==> config.mk <==
export PLATFORM = sky130hd
export DESIGN_NAME = sha1_digest_wb
export DESIGN_NICKNAME = d
export VERILOG_FILES = /design/src/rtl/sha1_digest_wb.sv
export SDC_FILE = /design/constraint.sdc
export NUM_CORES = 1
export LEC_CHECK = 0
export ABC_AREA = 0
export BUFFER_PORTS_ARGS = -buffer_cell sky130_fd_sc_hd__buf_2
export CELL_PAD_IN_SITES_DETAIL_PLACEMENT = 0
export CELL_PAD_IN_SITES_GLOBAL_PLACEMENT = 1
export CORE_UTILIZATION = 38
export DETAILED_ROUTE_END_ITERATION = 6
export PLACE_DENSITY = 0.92
export SLEW_MARGIN = 10
export SYNTH_ARGS = -nofsm -noshare
export SYNTH_HDL_FRONTEND = slang
export SYNTH_SLANG_ARGS = --single-unit
==> constraint.sdc <==
create_clock -name clk -period 2 [get_ports clk]
set_input_delay 0 -clock clk [delete_from_list [all_inputs] [get_ports clk]]
set_output_delay 0 -clock clk [all_outputs]
set_load 0.02 [all_outputs]
==> src/rtl/sha1_digest_wb.sv <==
// -----------------------------------------------------------------------------
// sha1_digest_wb
//   Write-back stage behind the SHA-1 engine. When the engine pulses
//   digest_valid_i, the block latches the 160-bit digest and a word-aligned
//   destination address. It then writes the digest to data memory as five
//   32-bit words over a single-master req/gnt bus, most significant word first.
//   After the fifth grant it pulses done_o. If one word waits TIMEOUT cycles
//   without a grant, it pulses err_o and abandons the transfer. A digest that
//   arrives while the block is busy is dropped and reported on overrun_o.
//
// Parameters
//   ADDR_STRIDE  byte increment between consecutive digest words
//   TIMEOUT      max cycles one word may wait for a grant (>= 1)
//
// Ports
//   clk             in   1    system clock, rising edge
//   rst             in   1    asynchronous reset, active low
//   digest_i        in   160  SHA-1 result, word0 = [159:128] ... word4 = [31:0]
//   digest_addr_i   in   32   destination byte address of word0
//   digest_valid_i  in   1    one-cycle capture strobe from the engine
//   busy_o          out  1    capture held, write-back in progress
//   done_o          out  1    one-cycle pulse, all five words granted
//   err_o           out  1    one-cycle pulse, grant timeout, transfer aborted
//   overrun_o       out  1    one-cycle pulse, a digest was dropped while busy
//   mem_req_o       out  1    bus request
//   mem_we_o        out  1    write enable, always equal to mem_req_o
//   mem_addr_o      out  32   word byte address, bits [1:0] always 0
//   mem_data_o      out  32   write data
//   mem_gnt_i       in   1    grant; a word completes on an edge with req & gnt
// -----------------------------------------------------------------------------
module sha1_digest_wb #(
    parameter int unsigned ADDR_STRIDE = 4,
    parameter int unsigned TIMEOUT     = 255
) (
    input  logic         clk,
    input  logic         rst,
    input  logic [159:0] digest_i,
    input  logic [31:0]  digest_addr_i,
    input  logic         digest_valid_i,
    output logic         busy_o,
    output logic         done_o,
    output logic         err_o,
    output logic         overrun_o,
    output logic         mem_req_o,
    output logic         mem_we_o,
    output logic [31:0]  mem_addr_o,
    output logic [31:0]  mem_data_o,
    input  logic         mem_gnt_i
);

    localparam int unsigned      CNT_W    = (TIMEOUT < 2) ? 1 : $clog2(TIMEOUT + 1);
    localparam logic [CNT_W-1:0] CNT_LAST = CNT_W'(TIMEOUT - 1);
    localparam logic [2:0]       IDX_LAST = 3'd4;

    typedef enum logic [1:0] {
        S_IDLE,
        S_WRITE,
        S_DONE,
        S_ERR
    } state_t;

    state_t           state_q;
    logic [159:0]     digest_q;
    logic [31:0]      base_q;
    logic [2:0]       idx_q;
    logic [CNT_W-1:0] cnt_q;
    logic             overrun_q;

    logic [31:0]      word_sel;
    logic [31:0]      addr_sum;

    // NOTE: state is updated only with non-blocking assignments so that every
    // register samples the values present before the edge, whatever the order
    // of statements in this block.
    // NOTE: the digest register is reset together with the control state.
    // Although it is wide, it is a flop bank rather than a memory. Clearing it
    // keeps the bus outputs at a known value after reset.
    always_ff @(posedge clk or negedge rst) begin
        if (!rst) begin
            state_q   <= S_IDLE;
            digest_q  <= '0;
            base_q    <= '0;
            idx_q     <= '0;
            cnt_q     <= '0;
            overrun_q <= 1'b0;
        end else begin
            // A strobe is accepted only in IDLE. In any other state, including
            // the DONE/ERR cycle, it is dropped and flagged here.
            overrun_q <= digest_valid_i && (state_q != S_IDLE);

            case (state_q)
                S_IDLE: begin
                    if (digest_valid_i) begin
                        digest_q <= digest_i;
                        base_q   <= digest_addr_i & 32'hFFFF_FFFC;
                        idx_q    <= '0;
                        cnt_q    <= '0;
                        state_q  <= S_WRITE;
                    end
                end

                S_WRITE: begin
                    if (mem_gnt_i) begin
                        cnt_q <= '0;
                        if (idx_q == IDX_LAST) begin
                            state_q <= S_DONE;
                        end else begin
                            // The request stays high, so the next word follows
                            // back-to-back.
                            idx_q <= idx_q + 3'd1;
                        end
                    end else if (cnt_q == CNT_LAST) begin
                        // This is the TIMEOUT-th ungranted cycle on this word.
                        state_q <= S_ERR;
                    end else begin
                        cnt_q <= cnt_q + 1'b1;
                    end
                end

                S_DONE:  state_q <= S_IDLE;
                S_ERR:   state_q <= S_IDLE;
                default: state_q <= S_IDLE;
            endcase
        end
    end

    // NOTE: every signal driven from always_comb gets a default first. The
    // default keeps an unlisted index from inferring a latch.
    always_comb begin
        word_sel = '0;
        case (idx_q)
            3'd0:    word_sel = digest_q[159:128];
            3'd1:    word_sel = digest_q[127:96];
            3'd2:    word_sel = digest_q[95:64];
            3'd3:    word_sel = digest_q[63:32];
            3'd4:    word_sel = digest_q[31:0];
            default: word_sel = '0;
        endcase
    end

    // The address wraps modulo 2^32 without any indication.
    assign addr_sum = base_q + (32'(idx_q) * ADDR_STRIDE);

    // Outputs are decoded from registers only, so mem_gnt_i has no
    // combinational path to any output.
    assign mem_req_o  = (state_q == S_WRITE);
    assign mem_we_o   = mem_req_o;
    assign mem_addr_o = mem_req_o ? (addr_sum & 32'hFFFF_FFFC) : '0;
    assign mem_data_o = mem_req_o ? word_sel : '0;
    assign busy_o     = (state_q != S_IDLE);
    assign done_o     = (state_q == S_DONE);
    assign err_o      = (state_q == S_ERR);
    assign overrun_o  = overrun_q;

endmodule

==> Yosys cells after proc, flatten, opt, wreduce, memory -nomap -nowiden <==
Index checks and enable logic that the tools add are counted.
{ "classes": {"add_sub_neg": 3, "eq_ne": 14, "mux": 16, "n_reduce_logical": 10} }
{ "ops": {"columns": ["cell", "n"], "rows": [
  ["$pmux W32 S5", 1],
  ["$mux W32", 2],
  ["$add A32 B5 Y32", 1],
  ["$mux W8", 3],
  ["$pmux W8 S2", 1],
  ["$mux W3", 3],
  ["$add A8 B1 Y8 const B", 1],
  ["$eq A8 B8 Y1 const B", 1],
  ["$mux W2", 4],
  ["$eq A3 B2 Y1 const B", 2],
  ["$pmux W2 S3", 1],
  ["$pmux W3 S2", 1],
  ["$reduce_and A3 Y1", 2],
  ["$eq A2 B2 Y1 const B", 2],
  ["$ne A2 B2 Y1 const B", 2],
  ["$reduce_and A4 Y1", 1],
  ["$reduce_bool A2 Y1", 2],
  ["$add A3 B1 Y3 const B", 1],
  ["$eq A3 B1 Y1 const B", 1],
  ["$eq A3 B3 Y1 const B", 1],
  ["$logic_not A3 Y1", 1],
  ["$ne A3 B1 Y1 const B", 1],
  ["$ne A3 B2 Y1 const B", 1],
  ["$ne A3 B3 Y1 const B", 1],
  ["6 further kinds", 6]
]} }
{ "word_totals": {"register_bits": 204, "inputBits": 196, "out_inout_bits": 70, "wordCells": 49} }

==> Longest topological paths before layout <==
{ "logic_depth": {"word_depth": 4, "ltp_mapped": 9, "ltp_nobuf": 8} }

==> Worst setup path before layout <==
OpenSTA, ideal clock, no wires.
{ "synth_path": {"path_type": "reg-to-output", "start": "register idx_q[0]", "end": "output mem_addr_o[30]", "t_arrival_ns": 2.061, "required_time_ns": 2.000, "slack_ns": -0.061, "path_stages_with_launch": 9, "path_buffers": 0, "cell_sequence": "dfrtp_1 -> ha_1 -> inv_1 -> fa_1 -> nor2b_1 -> o21ba_2 -> nand2_2 -> or3_1 -> a21oi_1"} }
{ "synth_via": {"elab_chain_cells": 2} }
{ "synth_lines": {"columns": ["item", "line", "source"], "rows": [
  ["start: declaration", "65", "logic [2:0] idx_q;"],
  ["start signal: assignment", "110", "idx_q <= idx_q + 3'd1;"],
  ["$add A32 B5 Y32", "142", "assign addr_sum = base_q + (32'(idx_q) * ADDR_STRIDE);"],
  ["$mux W32", "148", "assign mem_addr_o = mem_req_o ? (addr_sum & 32'hFFFF_FFFC) : '0;"],
  ["end: declaration", "46", "output logic [31:0] mem_addr_o,"]
]} }
No other way between the ends.

==> Final worst setup path <==
{ "layout_path": {"start": "register idx_q[0]", "end": "output mem_addr_o[22]"} }
Same word-level chain as after synthesis.

==> summary.md <==
| Metric | Value |
|---|---|
| H-Tree Depth | `1` |
| Critical path class | `reg2out` |
| CTS tree | `built` |
| Grt ovf | `0` |
| Crit path required time | `around 2.0 ns` |
| Vias in the first global route | `10300` |
| Most frequent cell after synthesis | `nand2_1` |
| Sequential fraction of the synthesis area | `52.9%` |
| Commonest cells in the netlist | `605 x nand2_1, 204 x dfrtp_1, 40 x a22oi_1, 40 x clkbuf_1, 38 x nor2_1` |
| Peak fanout along the critical path | `7` |
| Clock tree root driver cell | `clkbuf_16` |
| CP top delay family | `adder cells` |
| Number of clock sinks | `204` |
| Worst flop-to-flop path startpoint | `state_q[1]` |
| WL/cell | `between 15 and 20 um` |
| CTS Buf Count | `24` |
| Core Box Area | `24600 um^2` |
| Max_cap viols | `0` |
| CP Launch Point | `idx_q[0]` |
| Total track usage | `25.5%` |
| First-pass GRT wire length | `between 50 and 60 mm` |
| Fin Hold WS | `0.0192 ns` |
| Placed wire-length estimate | `20.1 mm` |
| Total wire length | `33.7 mm` |
| Crit-path cells | `ha_2, inv_2, fa_2, nor2b_4, o21ba_4, buf_6, nand4_1, xnor2_2, nor2_2, buf_6` |
| Area of the multi-input gates | `4570 um^2` |
| Post-route minimum period | `2.48 ns` |
| Starting DRT DRC Count | `750` |
| Top cell type's share of synthesized area | `about 53%` |
| Synthesis-to-layout area growth | `57.4%` |
| CTS Buffer Depth | `3` |
| Post-synth top area cell | `dfrtp_1` |
| Worst VDD drop | `0.733 mV` |
| Initial Util | `between 30% and 40%` |
| Synthesis Warnings | `0` |
| Post-DP Area | `11500 um^2` |
| Critical Path Stages | `10` |
| Post-layout nets | `between 1500 and 2000` |
| Reg-to-reg endpoint | `base_q[2]` |
| Placed insts | `about 1700` |
| Routed Antenna Nets | `0` |
| Die height | `161 um` |
| Share of post-route cells with drive strength above 1 | `around 27%` |
| Setup crit end kind | `output pin` |
| RD Place Congestion | `0.883` |
| Io pins | `266` |
| Hold WC Path Type | `in2async` |
| Data arrival, critical path | `~2.5 ns` |
| Post-synth cell types | `between 40 and 50` |
| Clk pin slew, worst setup/hold paths | `about 0.07 ns` |
| Via count | `between 10000 and 15000` |
| Pin count of the biggest net entering global routing | `78` |
| Largest stage delay on the critical path | `between 0.3 and 0.4 ns` |
| Drt pass-1 iters | `7` |
| Die area | `~26000 um^2` |
| Fill cells | `1997` |
| Most common flop cell mapped by yosys | `dfrtp_1` |
| Synth Instances | `1166` |
| Power density cells | `1480 nW/um^2` |
| I/O Buffers | `261` |
| Synth Cell Area | `approximately 9600 um^2` |
| Pleak | `roughly 0.0076 uW` |
| Worst Reg2Reg Path Length in Cells | `5` |
| WP buf/inv | `3` |
| Final worst-path cycle share | `124%` |
| Failing checks | `setup timing` |
| Vias/cell | `between 5 and 6` |
| Final Skew | `0.0217 ns` |
| Slowest CP cell | `fa_2` |
| Slew Viols, Final | `0` |
| Synthesized flop and latch total | `204` |
| Number of synthesized flops with an enable pin | `0` |
| Setup slack, reg-to-reg | `0.20 ns` |
| CP most frequent cell | `buf_6` |
| CP Launch Type | `flop` |
| Rows | `57` |
| Drt drc | `0` |
| Area contributors post-synth | `dfrtp_1 53%, nand2_1 24%, a22oi_1 3.1%` |
| RSZ-0062 raised after global routing | `true` |
| Sequential cell area | `roughly 5100 um^2` |
| Insertion delay to the later sink of the worst-skew pair | `0.52 ns` |
| Initial antenna violation count | `3` |
| Mean Syn Cell Area | `slightly above 8 um^2` |
| CP Capture Point | `mem_addr_o[22]` |
| Async SR Flop Fraction | `between 90% and 100%` |
| Die W | `around 160 um` |
| Final setup margin | `-0.481 ns` |
| Outcome | `finished with violations` |
| Max Freq | `403 MHz` |
| Non-filler cells, final | `1979` |
| Final setup vio count | `60` |
| Final hold vios | `0` |
| Design area | `~15000 um^2` |
cells by family after synthesis:
logic type,after synthesis,synth area share (%)
other,1,0.0389
buffers and inverters,87,3.92
flip-flops,204,52.9
AO/OA/AOI/OAI,112,8.06
AND/OR/NAND/NOR,709,29.4
adder cells (fa/ha/maj),11,1.51
XOR/XNOR,29,2.63
multiplexers,13,1.51
cell usage in the layout, fill, tap and decap left out, types with 7 or more instances in the layout:
| cell | instances |
|---|---|
| a31oi_1 | 10 |
| nand4_1 | 10 |
| a21oi_1 | 10 |
| mux2_2 | 12 |
| inv_1 | 9 |
| nor2_1 | 30 |
| buf_4 | 64 |
| a31oi_2 | 10 |
| xnor2_1 | 7 |
| clkbuf_16 | 25 |
| nor2_2 | 8 |
| buf_6 | 26 |
| o21ai_0 | 12 |
| buf_12 | 15 |
| buf_2 | 212 |
| nand3_1 | 10 |
| dfrtp_1 | 203 |
| a222oi_1 | 12 |
| nand2_1 | 602 |
| xor2_1 | 18 |
| dlygate4sd3_1 | 193 |
| a22oi_1 | 38 |
power breakdown:
group | internal [uW] | switching (uW) | leakage, uW
Combinational | 4560 | 5960 | 0.00460
Sequential | 6000 | 1290 | 0.00255
Clock | 2910 | 1830 | 0.000408
worst reg2reg max path, delay by kind of cell, from the launching register on:
| family | cells | cell delay, ns |
|---|---|---|
| simple gates | 4 | 1.02 |
| buf+inv | 1 | 0.26 |
| flops | 1 | 0.45 |
state kept, by name, summed over array words and instances (netlist names):
name and flops:
base_q 30, cnt_q 8, digest_q 160, idx_q 3, overrun_o 1, state_q 2
layout make-up:
cell class | count | area share, %
Antenna cell | 3 | 0.0495
Sequential cell | 204 | 33.6
Tap cell | 324 | 2.67
Inverter | 12 | 0.313
Multi-Input combinational cell | 876 | 30.1
Clock inverter | 14 | 1.23
Timing Repair Buffer | 517 | 27.6
Clock buffer | 29 | 4.42
worst min-delay path by stage:
stage	startpoint	to	slack (ns)	cells past startpoint
global route	rst	base_q[19]	0.05	2
global placement	rst	base_q[18]	0.0007	1
floorplan	rst	base_q[10]	-0.30	0
finish	rst	base_q[19]	0.02	2
CTS	rst	idx_q[0]	0.02	2
detailed placement	rst	base_q[18]	0.006	1
metal layers:
layer	wire [um]	GRT usage, %
met1	13600	32.6
met5	0	0
met4	1440	11.4
met2	16300	42.8
met3	2360	4.03
metrics by stage:
step	power, uW	util [%]	worst slack (ns)	TNS, ns
global placement	15200	46.9	-0.0270	-0.0270
CTS	22100	60.6	-0.472	-21.84
finish	22500	61.7	-0.481	-21.75
detailed placement	15400	46.9	-0.0467	-0.0758
floorplan	12300	-	0.0147	0
global route	23900	61.7	-0.598	-27.51
repair_timing:
action,4_1_cts,5_1_grt
endpoints found under the setup margin,58,60
pin swaps,28,25
setup buffers,12,12
gates resized for setup,103,56
gates cloned,5,0
hold buffers,193,0
hold endpoints to repair,402,0
Note: power is estimated with default switching activity, not from simulation.
